==> src/rtl/uart_monitor.sv <==
// rtl/uart_monitor.sv - byte-stream command interpreter bridging UART FIFOs to an 8-bit memory bus
// Commands: 'R' addr len, 'W' addr len data..., 'E' byte; anything else answers '?'.
module uart_monitor #(
  parameter int ADDR_WIDTH = 16
) (
  input  logic                  CLK,
  input  logic                  reset,
  input  logic [7:0]            rx_data,
  input  logic                  rx_valid,
  output logic                  rx_ready,
  output logic [7:0]            tx_data,
  output logic                  tx_valid,
  input  logic                  tx_ready,
  output logic [ADDR_WIDTH-1:0] mem_addr,
  output logic [7:0]            mem_wdata,
  output logic                  mem_we,
  output logic                  mem_re,
  input  logic [7:0]            mem_rdata,
  output logic                  busy
);

  typedef enum logic [3:0] {
    S_IDLE, S_ADDR_H, S_ADDR_L, S_LEN, S_RD_REQ, S_RD_WAIT, S_RD_SEND,
    S_WR_DATA, S_WR_STB, S_SEND_ACK, S_SEND_ERR, S_ECHO, S_ECHO_TX
  } state_t;

  state_t                state_q, state_d;
  logic                  op_wr_q, op_wr_d;
  logic [7:0]            addr_h_q, addr_h_d;
  logic [ADDR_WIDTH-1:0] addr_q, addr_d;
  logic [8:0]            cnt_q, cnt_d;
  logic [7:0]            data_q, data_d;
  logic [15:0]           addr_full;
  logic                  rx_fire;

  always_ff @(posedge CLK or negedge reset) begin
    if (!reset) begin
      state_q  <= S_IDLE;
      op_wr_q  <= 1'b0;
      addr_h_q <= 8'd0;
      addr_q   <= '0;
      cnt_q    <= 9'd0;
      data_q   <= 8'd0;
    end else begin
      state_q  <= state_d;
      op_wr_q  <= op_wr_d;
      addr_h_q <= addr_h_d;
      addr_q   <= addr_d;
      cnt_q    <= cnt_d;
      data_q   <= data_d;
    end
  end

  // Output decode depends only on state registers, never on rx/tx handshake inputs.
  always_comb begin
    rx_ready = 1'b0;
    tx_valid = 1'b0;
    mem_re   = 1'b0;
    mem_we   = 1'b0;
    case (state_q)
      S_IDLE, S_ADDR_H, S_ADDR_L, S_LEN, S_WR_DATA, S_ECHO: rx_ready = 1'b1;
      S_RD_SEND, S_SEND_ACK, S_SEND_ERR, S_ECHO_TX:         tx_valid = 1'b1;
      S_RD_REQ:                                             mem_re   = 1'b1;
      S_WR_STB:                                             mem_we   = 1'b1;
      default: ;
    endcase
  end

  assign tx_data   = data_q;
  assign mem_wdata = data_q;
  assign mem_addr  = addr_q;
  assign busy      = (state_q != S_IDLE);
  assign rx_fire   = rx_valid & rx_ready;
  assign addr_full = {addr_h_q, rx_data};

  always_comb begin
    state_d  = state_q;
    op_wr_d  = op_wr_q;
    addr_h_d = addr_h_q;
    addr_d   = addr_q;
    cnt_d    = cnt_q;
    data_d   = data_q;
    case (state_q)
      S_IDLE: if (rx_fire) begin
        case (rx_data)
          8'h52: begin op_wr_d = 1'b0; state_d = S_ADDR_H; end
          8'h57: begin op_wr_d = 1'b1; state_d = S_ADDR_H; end
          8'h45: state_d = S_ECHO;
          default: begin data_d = 8'h3F; state_d = S_SEND_ERR; end
        endcase
      end
      S_ADDR_H: if (rx_fire) begin
        addr_h_d = rx_data;
        state_d  = S_ADDR_L;
      end
      S_ADDR_L: if (rx_fire) begin
        addr_d  = addr_full[ADDR_WIDTH-1:0];
        state_d = S_LEN;
      end
      // A length byte of zero means 256 transfers.
      S_LEN: if (rx_fire) begin
        cnt_d   = {(rx_data == 8'd0), rx_data};
        state_d = op_wr_q ? S_WR_DATA : S_RD_REQ;
      end
      S_RD_REQ:  state_d = S_RD_WAIT;
      S_RD_WAIT: begin
        data_d  = mem_rdata;
        state_d = S_RD_SEND;
      end
      S_RD_SEND: if (tx_ready) begin
        addr_d  = addr_q + ADDR_WIDTH'(1);
        cnt_d   = cnt_q - 9'd1;
        state_d = (cnt_q == 9'd1) ? S_IDLE : S_RD_REQ;
      end
      S_WR_DATA: if (rx_fire) begin
        data_d  = rx_data;
        state_d = S_WR_STB;
      end
      // The strobe cycle refuses rx, so write strobes can never be back to back.
      S_WR_STB: begin
        addr_d = addr_q + ADDR_WIDTH'(1);
        cnt_d  = cnt_q - 9'd1;
        if (cnt_q == 9'd1) begin
          data_d  = 8'h4B;
          state_d = S_SEND_ACK;
        end else begin
          state_d = S_WR_DATA;
        end
      end
      S_SEND_ACK, S_SEND_ERR, S_ECHO_TX: if (tx_ready) state_d = S_IDLE;
      S_ECHO: if (rx_fire) begin
        data_d  = rx_data;
        state_d = S_ECHO_TX;
      end
      default: state_d = S_IDLE;
    endcase
  end

endmodule

==> config.mk <==
export PLATFORM = sky130hd
export DESIGN_NAME = uart_monitor
export DESIGN_NICKNAME = d
export VERILOG_FILES = /design/src/rtl/uart_monitor.sv
export SDC_FILE = /design/constraint.sdc
export NUM_CORES = 1
export LEC_CHECK = 0
export CORE_ASPECT_RATIO = 0.8
export CORE_UTILIZATION = 45
export CTS_CLUSTER_SIZE = 40
export DETAILED_ROUTE_END_ITERATION = 8
export PLACE_DENSITY = 0.77
export SYNTH_ARGS = -nofsm -noshare
export SYNTH_HDL_FRONTEND = slang
export SYNTH_SLANG_ARGS = --single-unit
==> constraint.sdc <==
create_clock -name CLK -period 2.1 [get_ports CLK]
set_input_delay 0.21 -clock CLK [delete_from_list [all_inputs] [get_ports CLK]]
set_output_delay 0.21 -clock CLK [all_outputs]
set_load 0.02 [all_outputs]
==> out/results.txt <==
Fin. Hold Viols -> 35
Crit-path max cell delay -> 460 ps
Placed Area -> 3879 sq um
Final Non-Filler Cells -> 520
Run status -> finished, violations left
Most common cell after layout, fill and taps aside -> clkdlybuf4s50_1
DR DRC count -> 0
Seq/Total Area, Yosys -> 37.88%
CTS Root Cell -> clkbuf_8
Unrepaired setup endpoints after global routing -> yes
Worst Tran Pin Value -> 718.7 ps
CP cell instances -> inv_2 > ha_1 > or4b_4 > nor3_4 > o22ai_2 > a211o_4 > mux2_4
CTS tree -> built
Number of synthesized flops with an enable pin -> 0
Design Area, Final -> 4070 sq um
DP HPWL -> 6.292 mm
Die Footprint -> 7088 sq um
Tot GR Track Use -> 25.60%
Total gr overflow -> 0
Reg clk slew, reported paths -> 90 ps
Relative slew slack -> 52.04%
Routed wire length per instance -> 16.55 um
Failing checks -> hold timing
Post-Syn Instances -> 357
# diodes -> 0
Placer's final routability congestion estimate -> 0.8969
Vias -> 3057
CP Launch Type -> flip-flop
Multi-input gate area -> 1729 sq um
RR Startpoint -> cnt_q[1]
Worst-Skew Late Latency -> 300 ps
CTS Buf Count -> 5
Post-Syn Area per Cell -> 8.513 sq um
Synth Cell Area -> 3039 sq um
Skew final -> 5.207 ps
Final ANT Viol Nets -> 0
Vias in the first global route -> 2824
Worst setup EP type -> flip-flop
CTS max path bufs -> 2
Crit path time final -> 2069 ps
Buf+Inv Stages, Crit Path -> 1
# IOs -> 57
Layout cells sized above 1 -> 20.41%
Syn_nets -> 380
Synth Warn # -> 0
Port buffer count -> 56
Clk sinks -> 46
Crit-path slowest cell -> or4b_4
Final WS setup -> 31.47 ps
# nets final -> 459
Final setup fails -> 0
Largest net degree at the start of global routing -> 47
Vias per Instance -> 5.879
First-pass GRT wire length -> 13.82 mm
H-tree lvl count -> 2
Reg area -> 1152 sq um
Initial antenna violation count -> 0
Max cap viols -> 0
Num rows -> 26
Critical Path AT -> 2260 ps
Pleak -> 1.713 nW
Share of flip-flops with an asynchronous set or reset -> 100.0%
Placeable core area -> 6441 sq um
1st-pass router iterations -> 5
Critical Path RT -> 2290 ps
Die height -> 75.51 um
Pwr Density -> 1506 nW/um^2
Final Util -> 63.19%
CP top delay family -> simple AND/OR/NAND/NOR gates
Hold/Removal Path Class -> in -> async
Crit path max fanout -> 6
Minimum hold slack -> -20.23 ps
Die width -> 93.88 um
Starting density of the core -> 47.18%
Critical path class -> reg -> reg
Dpl cells -> 511
Commonest non-fill, non-tap cells in the layout -> 50 x clkdlybuf4s50_1, 46 x buf_4, 45 x dfrtp_1
Achievable Freq -> 0.4834 GHz
Filler cells -> 556
Setup WS pre-CTS -> -121.0 ps
Yosys cell types -> 55
Slew Viols, Final -> 0
Drt first-iter violations -> 340
Peak VDD IR -> 0.0007817 V
Worst Setup SP -> cnt_q[1]
FF+latch count, synth -> 46
Tcrit/Tclk final -> 98.50%
Area Overhead vs Synth -> 33.92%
Ys flop type -> dfrtp_1
Final wirelength -> 8.604 mm
-- final timing paths --
check / to / slack [ps] / depth (start not counted)
worst max-delay path: mem_wdata[2] / 30 / 7
worst min-delay path: mem_addr[7] / -20 / 2
worst max register to register: mem_wdata[2] / 30 / 7
worst min register to register: cnt_q[7] / 500 / 1
max in group asynchronous: state_q[0] / 1700 / 2
min in group CLK: cnt_q[7] / 500 / 1
-- routing by layer --
| metal | part of all wire [%] | global-route usage, % | routed length [um] |
|---|---|---|---|
| met5 | 0 | 0 | 0 |
| met4 | 2.4 | 9.915 | 209 |
| met3 | 7.5 | 2.794 | 644 |
| met2 | 43 | 39.25 | 3742 |
| met1 | 47 | 37.59 | 4008 |
-- sequential cells by signal, summed over array words and instances (netlist names) --
name / cells
state_q: 4
mem_addr: 16
addr_h_q: 8
cnt_q: 9
op_wr_q: 1
mem_wdata: 8
-- what timing repair did --
item | CTS | global route
pin swaps | 1 | 0
hold buffers | 0 | 0
gates resized for setup | 12 | 8
setup endpoints to repair | 18 | 13
buffers inserted | 0 | 2
-- cell families after synthesis --
group | count (synthesis) | share of synthesized area [%]
flops | 46 | 37.88
xor+xnor | 3 | 0.8647
buf+inv | 46 | 7.328
mux | 22 | 8.358
simple gates | 126 | 20.87
fa+ha+maj | 4 | 1.565
compound gates | 110 | 23.14
-- metrics by stage --
stage | TNS [ps] | power (mW)
finish | 0 | 6.130
global route | -190.0 | 6.533
CTS | 0 | 6.011
detailed placement | -641.9 | 5.275
global placement | -52.49 | 5.185
floorplan | -41.95 | 3.948
-- area by class of cell --
cell class                 count  share of cell area, %
tap                           84                  2.582
inverter                      14                  1.291
clock inverter                 1                 0.7378
sequential                    46                  28.31
multi-input combinational    265                  42.48
clock buffer                   6                  2.029
timing repair buffer         104                  22.56
-- power by group --
group / total (mW) / internal (mW) / switching [mW] / leakage, nW
clock network: 0.692 / 0.381 / 0.311 / 0.0573
logic: 3.77 / 1.77 / 2.00 / 1.12
registers: 1.67 / 1.28 / 0.385 / 0.533
total: 6.13 / 3.44 / 2.69 / 1.71
-- worst reg2reg max path: cells and delay by family (launching register included) --
kind	cells	cell delay, ps
buffers and inverters	1	60
muxes	1	320
and+or+nand+nor	2	620
DFF	1	400
adders and majority gates	1	120
AOI/OAI and AO/OA	2	450
-- synth_stat cells, types with 2 or more instances --
| library cell | count | share of area, % |
|---|---|---|
| a22o_1 | 4 | 1.2 |
| nor3_1 | 7 | 1.2 |
| or3_1 | 2 | 0.41 |
| o21ai_0 | 28 | 4.6 |
| a211oi_1 | 2 | 0.49 |
| ha_1 | 3 | 1.2 |
| a22oi_1 | 6 | 1.5 |
| nand2_1 | 32 | 4.0 |
| mux2i_1 | 7 | 2.3 |
| o211ai_1 | 4 | 0.99 |
| nand3b_1 | 3 | 0.74 |
| a31oi_1 | 8 | 1.6 |
| a21oi_1 | 24 | 4.0 |
| nor4bb_1 | 2 | 0.66 |
| inv_1 | 13 | 1.6 |
| mux2_2 | 11 | 4.1 |
| xor2_1 | 3 | 0.86 |
| nand3_1 | 12 | 2.0 |
| nor3b_1 | 2 | 0.49 |
| nor2b_1 | 3 | 0.62 |
| nor2_1 | 36 | 4.4 |
| and3_1 | 4 | 0.82 |
| nand2b_1 | 8 | 1.6 |
| and2_1 | 2 | 0.41 |
| clkbuf_1 | 11 | 1.4 |
| o2bb2ai_1 | 4 | 1.2 |
| buf_2 | 10 | 1.6 |
| buf_4 | 8 | 2.0 |
| buf_1 | 2 | 0.25 |
| nand4_1 | 3 | 0.62 |
| dfrtp_1 | 46 | 38 |
| or2_2 | 3 | 0.62 |
| a2bb2oi_1 | 6 | 1.7 |
| o22a_1 | 4 | 1.2 |
| mux2_4 | 4 | 2.0 |
| o22ai_1 | 11 | 2.3 |
(Power assumes the default switching activity.)
